**config.mk**
```make
export PLATFORM = sky130hd
export DESIGN_NAME = dram_host_port_flat
export DESIGN_NICKNAME = d
export VERILOG_FILES = /design/src/rtl/dram_host_port_pkg.sv /design/src/rtl/dram_host_port_if.sv /design/src/rtl/dram_host_port_xfer_counter.sv /design/src/rtl/dram_host_port.sv /design/src/flat_wrapper.sv
export SDC_FILE = /design/constraint.sdc
export NUM_CORES = 1
export LEC_CHECK = 0
export CAP_MARGIN = 40
export CORE_MARGIN = 8
export CORE_UTILIZATION = 44
export CTS_CLUSTER_SIZE = 10
export DETAILED_ROUTE_END_ITERATION = 10
export PLACE_DENSITY = 0.85
export SYNTH_ARGS = -nofsm -noshare
export SYNTH_HDL_FRONTEND = slang
export SYNTH_SLANG_ARGS = --single-unit
```
**constraint.sdc**
```tcl
create_clock -name clk -period 2.3 [get_ports clk]
set_clock_uncertainty 0.05 [all_clocks]
set_input_delay 0.23 -clock clk [delete_from_list [all_inputs] [get_ports clk]]
set_output_delay 0.23 -clock clk [all_outputs]
set_load 0.1 [all_outputs]
```
**src/rtl/dram_host_port_pkg.sv**
```systemverilog
// Shared definitions for the data-RAM host port.
//   host_state_t : session state (IDLE, LOAD, RUN, RD, WAIT, OUT, DONE)
//   DEF_*        : default RAM geometry and load/dump region placement
package dram_host_pkg;

  localparam int DEF_ADDR_W    = 12;
  localparam int DEF_DATA_W    = 8;
  localparam int DEF_LOAD_BASE = 0;
  localparam int DEF_LOAD_LEN  = 265;   // 16x16 image + 3x3 kernel
  localparam int DEF_DUMP_BASE = 1024;
  localparam int DEF_DUMP_LEN  = 196;   // 14x14 result

  typedef enum logic [2:0] {
    IDLE = 3'd0,
    LOAD = 3'd1,
    RUN  = 3'd2,
    RD   = 3'd3,
    WAIT = 3'd4,
    OUT  = 3'd5,
    DONE = 3'd6
  } host_state_t;

endpackage

```
**src/rtl/dram_host_port_if.sv**
```systemverilog
// Bus bundle between the host port and its surroundings (host streams,
// data RAM, processor control, status).
//   slave  : the dram_host_port side
//   master : host / RAM / processor side
interface dram_host_port_if #(
  parameter int ADDR_W = 12,
  parameter int DATA_W = 8
) ();

  logic              start;
  logic              s_valid;
  logic [DATA_W-1:0] s_data;
  logic              s_ready;
  logic              m_valid;
  logic [DATA_W-1:0] m_data;
  logic              m_ready;
  logic              ram_w_en;
  logic              ram_r_en;
  logic [ADDR_W-1:0] ram_addr;
  logic [DATA_W-1:0] ram_wdata;
  logic [DATA_W-1:0] ram_rdata;
  logic              proc_en;
  logic              proc_finish;
  logic              busy;
  logic              done;

  modport slave (
    input  start, s_valid, s_data, m_ready, ram_rdata, proc_finish,
    output s_ready, m_valid, m_data, ram_w_en, ram_r_en, ram_addr,
           ram_wdata, proc_en, busy, done
  );

  modport master (
    output start, s_valid, s_data, m_ready, ram_rdata, proc_finish,
    input  s_ready, m_valid, m_data, ram_w_en, ram_r_en, ram_addr,
           ram_wdata, proc_en, busy, done
  );

endinterface

```
**src/rtl/dram_host_port_xfer_counter.sv**
```systemverilog
// Transfer counter shared by the load and dump phases.
//   clk, rst : clock, synchronous active-high reset
//   clr_i    : clear to zero (wins over inc_i)
//   inc_i    : increment by one
//   term_i   : index of the final transfer of the current phase
//   cnt_o    : current transfer index
//   last_o   : cnt_o equals term_i
module xfer_counter #(
  parameter int W = 9
) (
  input  logic         clk,
  input  logic         rst,
  input  logic         clr_i,
  input  logic         inc_i,
  input  logic [W-1:0] term_i,
  output logic [W-1:0] cnt_o,
  output logic         last_o
);

  logic [W-1:0] cnt_q, cnt_d;

  always_comb begin
    cnt_d = cnt_q;
    if (clr_i) begin
      cnt_d = '0;
    end else if (inc_i) begin
      cnt_d = cnt_q + W'(1);
    end
  end

  always_ff @(posedge clk) begin
    if (rst) begin
      cnt_q <= '0;
    end else begin
      cnt_q <= cnt_d;
    end
  end

  assign cnt_o  = cnt_q;
  assign last_o = (cnt_q == term_i);

endmodule

```
**src/rtl/dram_host_port.sv**
```systemverilog
// Host-side filler/drainer of the convolution processor's data RAM.
// Streams LOAD_LEN bytes into RAM, enables the processor until it reports
// finish, then reads DUMP_LEN result bytes back out to the host.
//   clk, rst : clock (shared with RAM), synchronous active-high reset
//   bus_io   : start, s_* input stream, m_* output stream, ram_* port,
//              proc_en/proc_finish, busy/done status
//
// state | meaning
// IDLE  | waiting for start
// LOAD  | accepting input bytes, writing RAM
// RUN   | processor enabled, waiting for proc_finish
// RD    | RAM read strobe for the current result byte
// WAIT  | RAM data returns, captured into the m_data register
// OUT   | m_valid held until the host accepts
// DONE  | session complete, waiting for next start
module dram_host_port
  import dram_host_pkg::*;
#(
  parameter int ADDR_W    = DEF_ADDR_W,
  parameter int DATA_W    = DEF_DATA_W,
  parameter int LOAD_BASE = DEF_LOAD_BASE,
  parameter int LOAD_LEN  = DEF_LOAD_LEN,
  parameter int DUMP_BASE = DEF_DUMP_BASE,
  parameter int DUMP_LEN  = DEF_DUMP_LEN
) (
  input  logic             clk,
  input  logic             rst,
  dram_host_port_if.slave  bus_io
);

  localparam int MAX_LEN = (LOAD_LEN > DUMP_LEN) ? LOAD_LEN : DUMP_LEN;
  localparam int CNT_W   = $clog2(MAX_LEN + 1);

  if (LOAD_LEN < 1 || DUMP_LEN < 1) begin : g_bad_len
    $error("dram_host_port: LOAD_LEN and DUMP_LEN must be at least 1");
  end
  if (longint'(LOAD_BASE) + longint'(LOAD_LEN) > (longint'(1) << ADDR_W)) begin : g_bad_load
    $error("dram_host_port: load region exceeds RAM address space");
  end
  if (longint'(DUMP_BASE) + longint'(DUMP_LEN) > (longint'(1) << ADDR_W)) begin : g_bad_dump
    $error("dram_host_port: dump region exceeds RAM address space");
  end

  host_state_t       state_q, state_d;
  logic [DATA_W-1:0] m_data_q;
  logic              cnt_clr, cnt_inc, cnt_last;
  logic [CNT_W-1:0]  cnt, cnt_term;
  logic              wr_fire;

  // One counter serves both phases; only the terminal index changes.
  assign cnt_term = (state_q == LOAD) ? CNT_W'(LOAD_LEN - 1) : CNT_W'(DUMP_LEN - 1);

  xfer_counter #(.W(CNT_W)) u_cnt (
    .clk    (clk),
    .rst    (rst),
    .clr_i  (cnt_clr),
    .inc_i  (cnt_inc),
    .term_i (cnt_term),
    .cnt_o  (cnt),
    .last_o (cnt_last)
  );

  // s_ready is high throughout LOAD, so a valid byte is always accepted.
  assign wr_fire = (state_q == LOAD) && bus_io.s_valid;

  always_comb begin
    state_d = state_q;
    cnt_clr = 1'b0;
    cnt_inc = 1'b0;
    unique case (state_q)
      IDLE, DONE: begin
        if (bus_io.start) begin
          state_d = LOAD;
          cnt_clr = 1'b1;
        end
      end
      LOAD: begin
        if (bus_io.s_valid) begin
          if (cnt_last) begin
            state_d = RUN;
            cnt_clr = 1'b1;
          end else begin
            cnt_inc = 1'b1;
          end
        end
      end
      RUN: begin
        if (bus_io.proc_finish) begin
          state_d = RD;
        end
      end
      RD:   state_d = WAIT;
      WAIT: state_d = OUT;
      OUT: begin
        if (bus_io.m_ready) begin
          cnt_inc = 1'b1;
          state_d = cnt_last ? DONE : RD;
        end
      end
      default: state_d = IDLE;
    endcase
  end

  always_ff @(posedge clk) begin
    if (rst) begin
      state_q  <= IDLE;
      m_data_q <= '0;
    end else begin
      state_q <= state_d;
      if (state_q == WAIT) begin
        m_data_q <= bus_io.ram_rdata;
      end
    end
  end

  // Status and strobes decode the state register directly, so they change
  // only on clock edges; the LOAD write path is the one combinational route.
  assign bus_io.s_ready   = (state_q == LOAD);
  assign bus_io.proc_en   = (state_q == RUN);
  assign bus_io.ram_r_en  = (state_q == RD);
  assign bus_io.m_valid   = (state_q == OUT);
  assign bus_io.m_data    = m_data_q;
  assign bus_io.done      = (state_q == DONE);
  assign bus_io.busy      = (state_q != IDLE) && (state_q != DONE);
  assign bus_io.ram_w_en  = wr_fire;
  assign bus_io.ram_wdata = wr_fire ? bus_io.s_data : '0;

  always_comb begin
    bus_io.ram_addr = '0;
    if (wr_fire) begin
      bus_io.ram_addr = ADDR_W'(LOAD_BASE) + ADDR_W'(cnt);
    end else if (state_q == RD) begin
      bus_io.ram_addr = ADDR_W'(DUMP_BASE) + ADDR_W'(cnt);
    end
  end

endmodule
```
**src/flat_wrapper.sv**
```systemverilog
// flat-port wrapper written by rule: the top's interface ports become plain ports
module dram_host_port_flat import dram_host_pkg::*;
#(
  parameter int ADDR_W    = DEF_ADDR_W,
  parameter int DATA_W    = DEF_DATA_W,
  parameter int LOAD_BASE = DEF_LOAD_BASE,
  parameter int LOAD_LEN  = DEF_LOAD_LEN,
  parameter int DUMP_BASE = DEF_DUMP_BASE,
  parameter int DUMP_LEN  = DEF_DUMP_LEN
)
  (clk, rst, bus_io_start, bus_io_s_valid, bus_io_s_data, bus_io_m_ready, bus_io_ram_rdata, bus_io_proc_finish, bus_io_s_ready, bus_io_m_valid, bus_io_m_data, bus_io_ram_w_en, bus_io_ram_r_en, bus_io_ram_addr, bus_io_ram_wdata, bus_io_proc_en, bus_io_busy, bus_io_done);
  dram_host_port_if #(.ADDR_W(ADDR_W), .DATA_W(DATA_W)) bus_io_i ();
  input  logic clk;
  input  logic rst;
  input wire logic [$bits(bus_io_i.start)-1:0] bus_io_start;
  input wire logic [$bits(bus_io_i.s_valid)-1:0] bus_io_s_valid;
  input wire logic [$bits(bus_io_i.s_data)-1:0] bus_io_s_data;
  input wire logic [$bits(bus_io_i.m_ready)-1:0] bus_io_m_ready;
  input wire logic [$bits(bus_io_i.ram_rdata)-1:0] bus_io_ram_rdata;
  input wire logic [$bits(bus_io_i.proc_finish)-1:0] bus_io_proc_finish;
  output wire logic [$bits(bus_io_i.s_ready)-1:0] bus_io_s_ready;
  output wire logic [$bits(bus_io_i.m_valid)-1:0] bus_io_m_valid;
  output wire logic [$bits(bus_io_i.m_data)-1:0] bus_io_m_data;
  output wire logic [$bits(bus_io_i.ram_w_en)-1:0] bus_io_ram_w_en;
  output wire logic [$bits(bus_io_i.ram_r_en)-1:0] bus_io_ram_r_en;
  output wire logic [$bits(bus_io_i.ram_addr)-1:0] bus_io_ram_addr;
  output wire logic [$bits(bus_io_i.ram_wdata)-1:0] bus_io_ram_wdata;
  output wire logic [$bits(bus_io_i.proc_en)-1:0] bus_io_proc_en;
  output wire logic [$bits(bus_io_i.busy)-1:0] bus_io_busy;
  output wire logic [$bits(bus_io_i.done)-1:0] bus_io_done;
  assign bus_io_i.start = bus_io_start;
  assign bus_io_i.s_valid = bus_io_s_valid;
  assign bus_io_i.s_data = bus_io_s_data;
  assign bus_io_i.m_ready = bus_io_m_ready;
  assign bus_io_i.ram_rdata = bus_io_ram_rdata;
  assign bus_io_i.proc_finish = bus_io_proc_finish;
  assign bus_io_s_ready = bus_io_i.s_ready;
  assign bus_io_m_valid = bus_io_i.m_valid;
  assign bus_io_m_data = bus_io_i.m_data;
  assign bus_io_ram_w_en = bus_io_i.ram_w_en;
  assign bus_io_ram_r_en = bus_io_i.ram_r_en;
  assign bus_io_ram_addr = bus_io_i.ram_addr;
  assign bus_io_ram_wdata = bus_io_i.ram_wdata;
  assign bus_io_proc_en = bus_io_i.proc_en;
  assign bus_io_busy = bus_io_i.busy;
  assign bus_io_done = bus_io_i.done;
  dram_host_port #(.ADDR_W(ADDR_W), .DATA_W(DATA_W), .LOAD_BASE(LOAD_BASE), .LOAD_LEN(LOAD_LEN), .DUMP_BASE(DUMP_BASE), .DUMP_LEN(DUMP_LEN)) u_core (.clk(clk), .rst(rst), .bus_io(bus_io_i));
endmodule
```
==> reports/summary.txt <==
Post-CTS setup buffer count = 0
Largest net degree at the start of global routing = 14
Hold path cells = 2
Initial antenna violation count = 0
Uppermost layer routed = met4
Initial DRC Count = 54
Worst setup EP type = primary output
Post-cts sizing count = 0
Core Area = 2690 um^2
Total GRT Usage = 15.5%
Status = complete, no violations
Setup WS pre-CTS = 0.355 ns
Clock Latency Late Sink = 0.29 ns
FF-to-FF path depth = 4
Number of buffers created by CTS = 3
CTS tree = yes
CTS Buffer Depth = 2
Primary FF master, synth = dfxtp_1
Synthesis Warnings = 0
Synthesized area per cell = 8.49 um^2
First-pass GRT wire length = 5710 um
Die height = 68.5 um
GRT overflow = 0
Post-synth EDFFs = 0
Async SR Flop Fraction = 0%
Most frequent cells in the layout = buf_12 (22), clkdlybuf4s50_1 (21), and2_1 (20), dfxtp_1 (20), nor2_1 (15)
Hold crit path type = reg -> reg
Drt pass-1 iters = 4
Hold Vio Cnt, Final = 0
Final WS setup = 0.181 ns
DR vias/cell = 5.49
Vias = 1246
Tcrit/Tclk final = 92.1%
Max-cap violations = 0
Critical path type = reg -> out
Hold bufs inserted after CTS = 0
Leak Pwr = 0.776 nW
Seq/Total Area, Yosys = 33.0%
H-Tree Level Count = 1
Slew HR = 66.8%
Antenna-violating nets left = 0
Number of global-route vias before repair = 1234
Pwr dens = 848 nW/um^2
Worst EP arrival = 1.84 ns
Final Net Count = 220
RSZ-0062 raised after global routing = no
Fin crit period = 2.12 ns
Wire length on met1 = 1370 um
Die ar. = 4690 um^2
Synthesized cell area = 1210 um^2
Die X = 68.5 um
HPWL after DPL = 2990 um
# clock sinks = 20
Placer Congestion = 0.862
Fmax = 0.472 GHz
Worst-Margin Slew = 0.494 ns
Mean routed wirelength per cell = 15.9 um
Final number of max-transition violations = 0
FF+latch count, synth = 20
Top Ports = 57
WL met2 = 1830 um
Setup TNS = 0 ns
Crit-path max FO = 10
Met3 Routed Length = 313 um
Layout cells sized above 1 = 25.5%
Initial Util = 45.2%
Unique masters post-synth = 43
Port bufs = 54
Critical path required time = 2.02 ns
DRC viols = 0
Endpoints failing setup = 0
Area grow syn2layout = 65.3%
Worst IR Drop VDD = 0.948 mV
Commonest non-fill, non-tap cell in the layout = buf_12
Worst-path clk slew = 0.11 ns
Post-synthesis cell count = 143
Cell row count = 19
Startpoint Class = flop
Antenna cells = 0
CTS root buffer = clkbuf_4
Detailed Route WL = 3610 um
==> flip-flops by register name (all words and copies together), names as in the netlist <==
| register | count |
|---|---|
| u_core.u_cnt.cnt_o | 9 |
| u_core.state_q | 3 |
| u_core.bus_io.m_data | 8 |
==> metrics by stage <==
stage | utilization [%] | instance area (um^2) | power [mW] | cells | hold slack (ns)
floorplan | - | 1230 | 1.18 | 144 | 0.327
global placement | 73.3 | 1970 | 1.49 | 223 | 0.427
detailed placement | 73.3 | 1970 | 1.51 | 223 | 0.442
CTS | 74.7 | 2010 | 1.71 | 227 | 0.469
global route | 74.7 | 2010 | 1.77 | 227 | 0.488
finish | 74.7 | 2010 | 1.70 | 227 | 0.458
==> cells in the mapped netlist, drive strengths merged, types with 2 or more instances <==
cell,count,area [um^2]
a21oi,6,33.8
and2,20,125
and4,2,20.0
buf,7,45.0
dfxtp,20,400
inv,3,11.3
mux2i,10,100
nand2,11,48.8
nand2b,2,12.5
nand3,4,20.0
nand3b,2,15.0
nand4,5,31.3
nor2,16,60.1
nor2b,2,20.0
nor3,4,20.0
o21ai,3,15.0
or3,3,18.8
xor2,4,35.0
==> path summary, 6_finish.rpt <==
kind	from	endpoint	slack (ns)
max	u_core.state_q[0]	bus_io_ram_addr[6]	0.18
min	u_core.bus_io.m_data[7]	u_core.bus_io.m_data[7]	0.46
max reg2reg	u_core.state_q[2]	u_core.u_cnt.cnt_o[5]	0.46
min reg2reg	u_core.bus_io.m_data[7]	u_core.bus_io.m_data[7]	0.46
==> cell type report <==
cell class	instances	area (um^2)
Multi-Input combinational cell	113	771
Fill cell	185	681
Sequential cell	20	400
Inverter	3	11.3
Timing Repair Buffer	56	748
Clock buffer	4	36.3
Tap cell	31	38.8
==> critical path, stage by stage, from the launching register on <==
cell,delay [ns]
dfxtp_1,0.55
inv_2,0.17
nor3_1,0.26
buf_4,0.18
and2_1,0.19
buf_12,0.19
==> cells by family after synthesis <==
logic type / count (synthesis) / share of synthesized area (%)
other cells: 1 / 0.309
compound gates: 16 / 9.69
buf+inv: 11 / 4.95
flops: 20 / 33.0
simple gates: 79 / 38.7
xor+xnor: 4 / 2.89
fa+ha+maj: 1 / 1.03
mux: 11 / 9.48
==> power breakdown <==
part           leakage, nW  internal (mW)  switching [mW]
sequential           0.162          0.375          0.0673
clock               0.0210         0.0964           0.103
combinational        0.593          0.351           0.707
total                0.776          0.823           0.878
==> routing by layer <==
| metal | GRT usage (%) | up-vias |
|---|---|---|
| met3 | 2.58 | 10 |
| met5 | 0 | - |
| met4 | 8.18 | 0 |
| met2 | 27.3 | 57 |
| li1 | - | 606 |
| met1 | 17.4 | 573 |
(Power assumes the default switching activity.)
